===== src/rtl/fetch_ctrl_if.sv =====
// Fetch-path bus bundle: instruction-memory read port plus the
// valid/ready instruction handshake toward decode.
interface fetch_ctrl_if #(
  parameter int ADDR_W  = 8,
  parameter int INSTR_W = 16
);
  logic [ADDR_W-1:0]  mem_addr;
  logic [INSTR_W-1:0] mem_data;
  logic               instr_valid;
  logic               instr_ready;
  logic [INSTR_W-1:0] instr_out;
  logic [ADDR_W-1:0]  instr_pc;

  // Fetch controller side
  modport master (
    output mem_addr,
    input  mem_data,
    output instr_valid,
    input  instr_ready,
    output instr_out,
    output instr_pc
  );

  // Memory / decode side
  modport slave (
    input  mem_addr,
    output mem_data,
    input  instr_valid,
    output instr_ready,
    input  instr_out,
    input  instr_pc
  );
endinterface


===== src/rtl/fetch_ctrl.sv =====
// Instruction-fetch sequencer: owns the PC, reads a 1-cycle-latency
// synchronous memory, and holds each fetched word for decode until it is
// accepted. Redirect reloads the PC and drops anything in flight.
module fetch_ctrl #(
  parameter int ADDR_W   = 8,
  parameter int INSTR_W  = 16,
  parameter int RESET_PC = 0
) (
  input  logic              clk,
  input  logic              reset,
  input  logic              run,
  input  logic              redirect_valid,
  input  logic [ADDR_W-1:0] redirect_addr,
  fetch_ctrl_if.master      bus,
  output logic [ADDR_W-1:0] pc,
  output logic              busy
);

  typedef enum logic [1:0] {
    S_IDLE    = 2'd0,
    S_FETCH   = 2'd1,
    S_CAPTURE = 2'd2,
    S_HOLD    = 2'd3
  } state_t;

  state_t             state_q, state_d;
  logic [ADDR_W-1:0]  pc_q, pc_d;
  logic               instr_valid_q, instr_valid_d;
  logic [INSTR_W-1:0] instr_out_q, instr_out_d;
  logic [ADDR_W-1:0]  instr_pc_q, instr_pc_d;

  // State and datapath registers; reset is asynchronous so it also aborts a fetch mid-cycle.
  always_ff @(posedge clk or posedge reset) begin
    if (reset) begin
      state_q       <= S_IDLE;
      pc_q          <= ADDR_W'(RESET_PC);
      instr_valid_q <= 1'b0;
      instr_out_q   <= '0;
      instr_pc_q    <= '0;
    end else begin
      state_q       <= state_d;
      pc_q          <= pc_d;
      instr_valid_q <= instr_valid_d;
      instr_out_q   <= instr_out_d;
      instr_pc_q    <= instr_pc_d;
    end
  end

  // Next-state logic: redirect overrides capture/increment; otherwise walk
  // FETCH -> CAPTURE -> HOLD and wait in HOLD for the decode handshake.
  always_comb begin
    state_d       = state_q;
    pc_d          = pc_q;
    instr_valid_d = instr_valid_q;
    instr_out_d   = instr_out_q;
    instr_pc_d    = instr_pc_q;

    if (redirect_valid) begin
      // A handshake in the same HOLD cycle still counts; dropping valid
      // here is what prevents the word from being presented twice.
      pc_d          = redirect_addr;
      instr_valid_d = 1'b0;
      state_d       = run ? S_FETCH : S_IDLE;
    end else begin
      unique case (state_q)
        S_IDLE: begin
          if (run) state_d = S_FETCH;
        end
        S_FETCH: begin
          // Memory samples pc on this edge; data shows up next cycle.
          state_d = S_CAPTURE;
        end
        S_CAPTURE: begin
          instr_out_d   = bus.mem_data;
          instr_pc_d    = pc_q;
          pc_d          = pc_q + ADDR_W'(1);  // wraps naturally
          instr_valid_d = 1'b1;
          state_d       = S_HOLD;
        end
        S_HOLD: begin
          if (bus.instr_ready) begin
            instr_valid_d = 1'b0;
            state_d       = run ? S_FETCH : S_IDLE;
          end
        end
        default: state_d = S_IDLE;
      endcase
    end
  end

  assign bus.mem_addr    = pc_q;
  assign bus.instr_valid = instr_valid_q;
  assign bus.instr_out   = instr_out_q;
  assign bus.instr_pc    = instr_pc_q;
  assign pc              = pc_q;
  assign busy            = (state_q != S_IDLE);

endmodule


===== src/flat_wrapper.sv =====
// flat-port wrapper written by rule: the top's interface ports become plain ports
module fetch_ctrl_flat 
#(
  parameter int ADDR_W   = 8,
  parameter int INSTR_W  = 16,
  parameter int RESET_PC = 0
)
  (clk, reset, run, redirect_valid, redirect_addr, pc, busy, bus_mem_addr, bus_mem_data, bus_instr_valid, bus_instr_ready, bus_instr_out, bus_instr_pc);
  fetch_ctrl_if #(.ADDR_W(ADDR_W), .INSTR_W(INSTR_W)) bus_i ();
  input  logic clk;
  input  logic reset;
  input  logic run;
  input  logic redirect_valid;
  input  logic [ADDR_W-1:0] redirect_addr;
  output logic [ADDR_W-1:0] pc;
  output logic busy;
  output wire logic [$bits(bus_i.mem_addr)-1:0] bus_mem_addr;
  input wire logic [$bits(bus_i.mem_data)-1:0] bus_mem_data;
  output wire logic [$bits(bus_i.instr_valid)-1:0] bus_instr_valid;
  input wire logic [$bits(bus_i.instr_ready)-1:0] bus_instr_ready;
  output wire logic [$bits(bus_i.instr_out)-1:0] bus_instr_out;
  output wire logic [$bits(bus_i.instr_pc)-1:0] bus_instr_pc;
  assign bus_mem_addr = bus_i.mem_addr;
  assign bus_i.mem_data = bus_mem_data;
  assign bus_instr_valid = bus_i.instr_valid;
  assign bus_i.instr_ready = bus_instr_ready;
  assign bus_instr_out = bus_i.instr_out;
  assign bus_instr_pc = bus_i.instr_pc;
  fetch_ctrl #(.ADDR_W(ADDR_W), .INSTR_W(INSTR_W), .RESET_PC(RESET_PC)) u_core (.clk(clk), .reset(reset), .run(run), .redirect_valid(redirect_valid), .redirect_addr(redirect_addr), .bus(bus_i), .pc(pc), .busy(busy));
endmodule

===== config.mk =====
export PLATFORM = sky130hd
export DESIGN_NAME = fetch_ctrl_flat
export DESIGN_NICKNAME = d
export VERILOG_FILES = /design/src/rtl/fetch_ctrl_if.sv /design/src/rtl/fetch_ctrl.sv /design/src/flat_wrapper.sv
export SDC_FILE = /design/constraint.sdc
export NUM_CORES = 1
export LEC_CHECK = 0
export CAP_MARGIN = 20
export CORE_AREA = 2 2 85 87
export CTS_CLUSTER_DIAMETER = 40
export DETAILED_ROUTE_END_ITERATION = 10
export DIE_AREA = 0 0 87 89
export GPL_TIMING_DRIVEN = 0
export PLACE_DENSITY_LB_ADDON = 0.3
export SYNTH_ARGS = -nofsm -noshare
export SYNTH_HDL_FRONTEND = slang
export SYNTH_SLANG_ARGS = --single-unit

===== constraint.sdc =====
create_clock -name clk -period 2.1 [get_ports clk]
set_input_delay 0.21 -clock clk [delete_from_list [all_inputs] [get_ports clk]]
set_output_delay 0.21 -clock clk [all_outputs]
set_load 0.01 [all_outputs]

==> results.md <==
- PortBufs: 70
- Final setup viols: 0
- Core footprint: 0.006719 mm2
- Register area share after synthesis: 0.5061
- Cell count after synthesis: 134
- DR pass1 iterations: 4
- Vias/cell: 4.423
- Detailed Route Iter0 Violations: 15
- Worst Hold Class: input pin to asynchronous set/reset pin
- FF-to-FF setup slack: 0.35 ns
- Largest net degree at the start of global routing: 36
- Peak supply drop: 0.2426 mV
- Final ANT Viol Nets: 0
- GP Congestion: 0.7525
- Vert. Die Dim: 89 um
- Post-Syn Area: 0.001730 mm2
- Crit path required time: 1.89 ns
- Cell Pwr Density: 1205 mW/mm2
- Placed cell area: 0.002531 mm2
- DR vias: 1287
- # fillers: 637
- Clock buffer count from CTS: 5
- DIE AREA: 0.007743 mm2
- Worst slew margin: 0.5039
- WS Path Type: flop to primary output
- MaxCap Viol Count: 0
- Cell Rows: 30
- NumNets Final: 245
- # clock sinks: 35
- # DRC: 0
- Fin. Hold Viols: 0
- Outcome: completed
- WL/cell: 13.76 um
- I/O pin cnt: 71
- Fin crit period: 1.765 ns
- TritonCTS clock tree: built
- Setup crit start kind: flop
- Vias in the first global route: 1316
- Post CTS Setup Buffer Count: 0
- Routed wire length: 4003 um
- Gr ovfl total: 0
- Setup TNS: 0 ns
- Clk pin slew, worst setup/hold paths: 0.07 ns
- Actual slew at the worst max-slew pin: 0.7431 ns
- Die W: 87 um
- RR Endpoint: u_core.bus.instr_out[12]
- H-tree levels: 2
- Reg-to-reg startpoint: u_core.state_q[0]
- Clock skew: 0.006267 ns
- Predominant post-synthesis flop cell: dfrtp_1
- Antenna violations before repair: 0
- Max Buffers Root-to-Sink: 2
- Fraction of registers with async set/reset: 1.000
- Final period util: 0.8407
- Root buf cell: clkbuf_8
- Tot GR Track Use: 0.1080
- Synthesized flop and latch total: 35
- Syn_nets: 168
- Pins Over Slew Limit: 0
- Hpwl dp: 2890 um
- Area delta synth->final: 51.34%
- Worst-skew pair later-pin latency: 0.29 ns
- EDFF count, synth: 0
- Fin area: 0.002619 mm2
- Critical path capture point type: primary output
- Initial Util: 0.2575
- Antenna diodes: 0
- Most frequent cells in the layout: clkdlybuf4s50_1 (70), dfrtp_1 (35), mux2_4 (20)
- Crit Path Max Fanout: 4
- First-pass GRT wire length: 6423 um
- Unrepaired setup endpoints after global routing: no
- Synth warnings: 0
- Avg Cell Area, Syn: 12.91 um2
- Max Clock Freq: 566.4 MHz
- Arrival @ worst endpoint: 1.56 ns
- Hold_buf cts: 0
- Depth of the most critical reg-to-reg path: 7
- Post_cts resized: 0
- Commonest non-fill, non-tap cell in the layout: clkdlybuf4s50_1
- Cell variety after synth: 28
- LEAKAGE: 1.121 nW
- Layout cells sized above 1: 0.2322
## kinds of logic after synthesis
logic type | share of synthesized area
flip-flops | 0.5061
AND/OR/NAND/NOR | 0.1077
multiplexers | 0.2054
buffers and inverters | 0.07520
AO/OA/AOI/OAI | 0.04917
adder cells (fa/ha/maj) | 0.03615
XOR/XNOR | 0.02025
## layout make-up
cell class	instances	area, um2	area share
clock buffer	6	82.58	0.03153
sequential	35	875.8	0.3344
inverter	4	15.01	0.005733
tap	80	100.1	0.03822
clock inverter	1	5.005	0.001911
multi-input combinational	81	724.4	0.2766
buffer	14	115.1	0.04396
timing repair buffer	70	700.7	0.2676
## registers in the layout, indices dropped and copies added, names as in the netlist
signal and flops:
u_core.bus.instr_out 16, u_core.bus.instr_pc 8, u_core.bus.instr_valid 1, u_core.bus.mem_addr 8
u_core.state_q 2
## worst max-delay path, cell delays in order, from the launching register on
cell and delay, ns:
dfrtp_1 0.38, inv_1 0.10, ha_1 0.22, inv_1 0.05
clkdlybuf4s50_1 0.52
## report_power, final
group | switching, mW | internal (mW) | total, mW
Sequential | 0.188 | 0.949 | 1.14
Combinational | 0.522 | 1.00 | 1.52
Clock | 0.240 | 0.257 | 0.497
## worst max path at each step
stage	start	to	slack [ns]
3_5_place_dp	u_core.state_q[0]	u_core.bus.instr_out[11]	0.37
5_1_grt	u_core.state_q[0]	busy	0.27
6_report	u_core.state_q[0]	busy	0.33
2_1_floorplan	u_core.state_q[0]	u_core.bus.instr_out[0]	0.51
3_3_place_gp	reset	u_core.bus.instr_pc[1]	0.20
4_1_cts	u_core.state_q[0]	busy	0.31
## metal layers
metal	vias up	part of all wire	global-route usage
li1	611	-	-
met1	622	0.46	0.1317
met2	48	0.45	0.1818
met3	6	0.076	0.03416
met4	0	0.013	0.03551
met5	-	0	0
## stage by stage
stage,utilization,setup slack (ns),total power [mW],hold WS [ns],cells
2_1_floorplan,-,0.5103,1.934,0.3257,134
3_3_place_gp,0.3767,0.2034,2.664,0.4907,284
3_5_place_dp,0.3767,0.3668,2.683,0.4934,284
4_1_cts,0.3898,0.3061,3.203,0.4033,291
5_1_grt,0.3898,0.2713,3.352,0.4591,291
6_report,0.3898,0.3345,3.156,0.3761,291
## cell usage after synthesis, types with 2 or more instances
| library cell | number | area (um2) |
|---|---|---|
| dfrtp_1 | 35 | 875.8 |
| buf_6 | 4 | 45.04 |
| or4_1 | 3 | 22.52 |
| nand4_1 | 3 | 18.77 |
| mux2_2 | 4 | 45.04 |
| nor2b_1 | 4 | 25.02 |
| buf_2 | 2 | 10.01 |
| buf_4 | 8 | 60.06 |
| mux2_4 | 20 | 300.3 |
| nand2_1 | 10 | 37.54 |
| xor2_1 | 3 | 26.28 |
| nand2b_1 | 2 | 12.51 |
| inv_1 | 4 | 15.01 |
| o21ai_0 | 10 | 50.05 |
| ha_1 | 5 | 62.56 |
| nand3_1 | 5 | 25.02 |
Power figures use the tool's default switching activity.
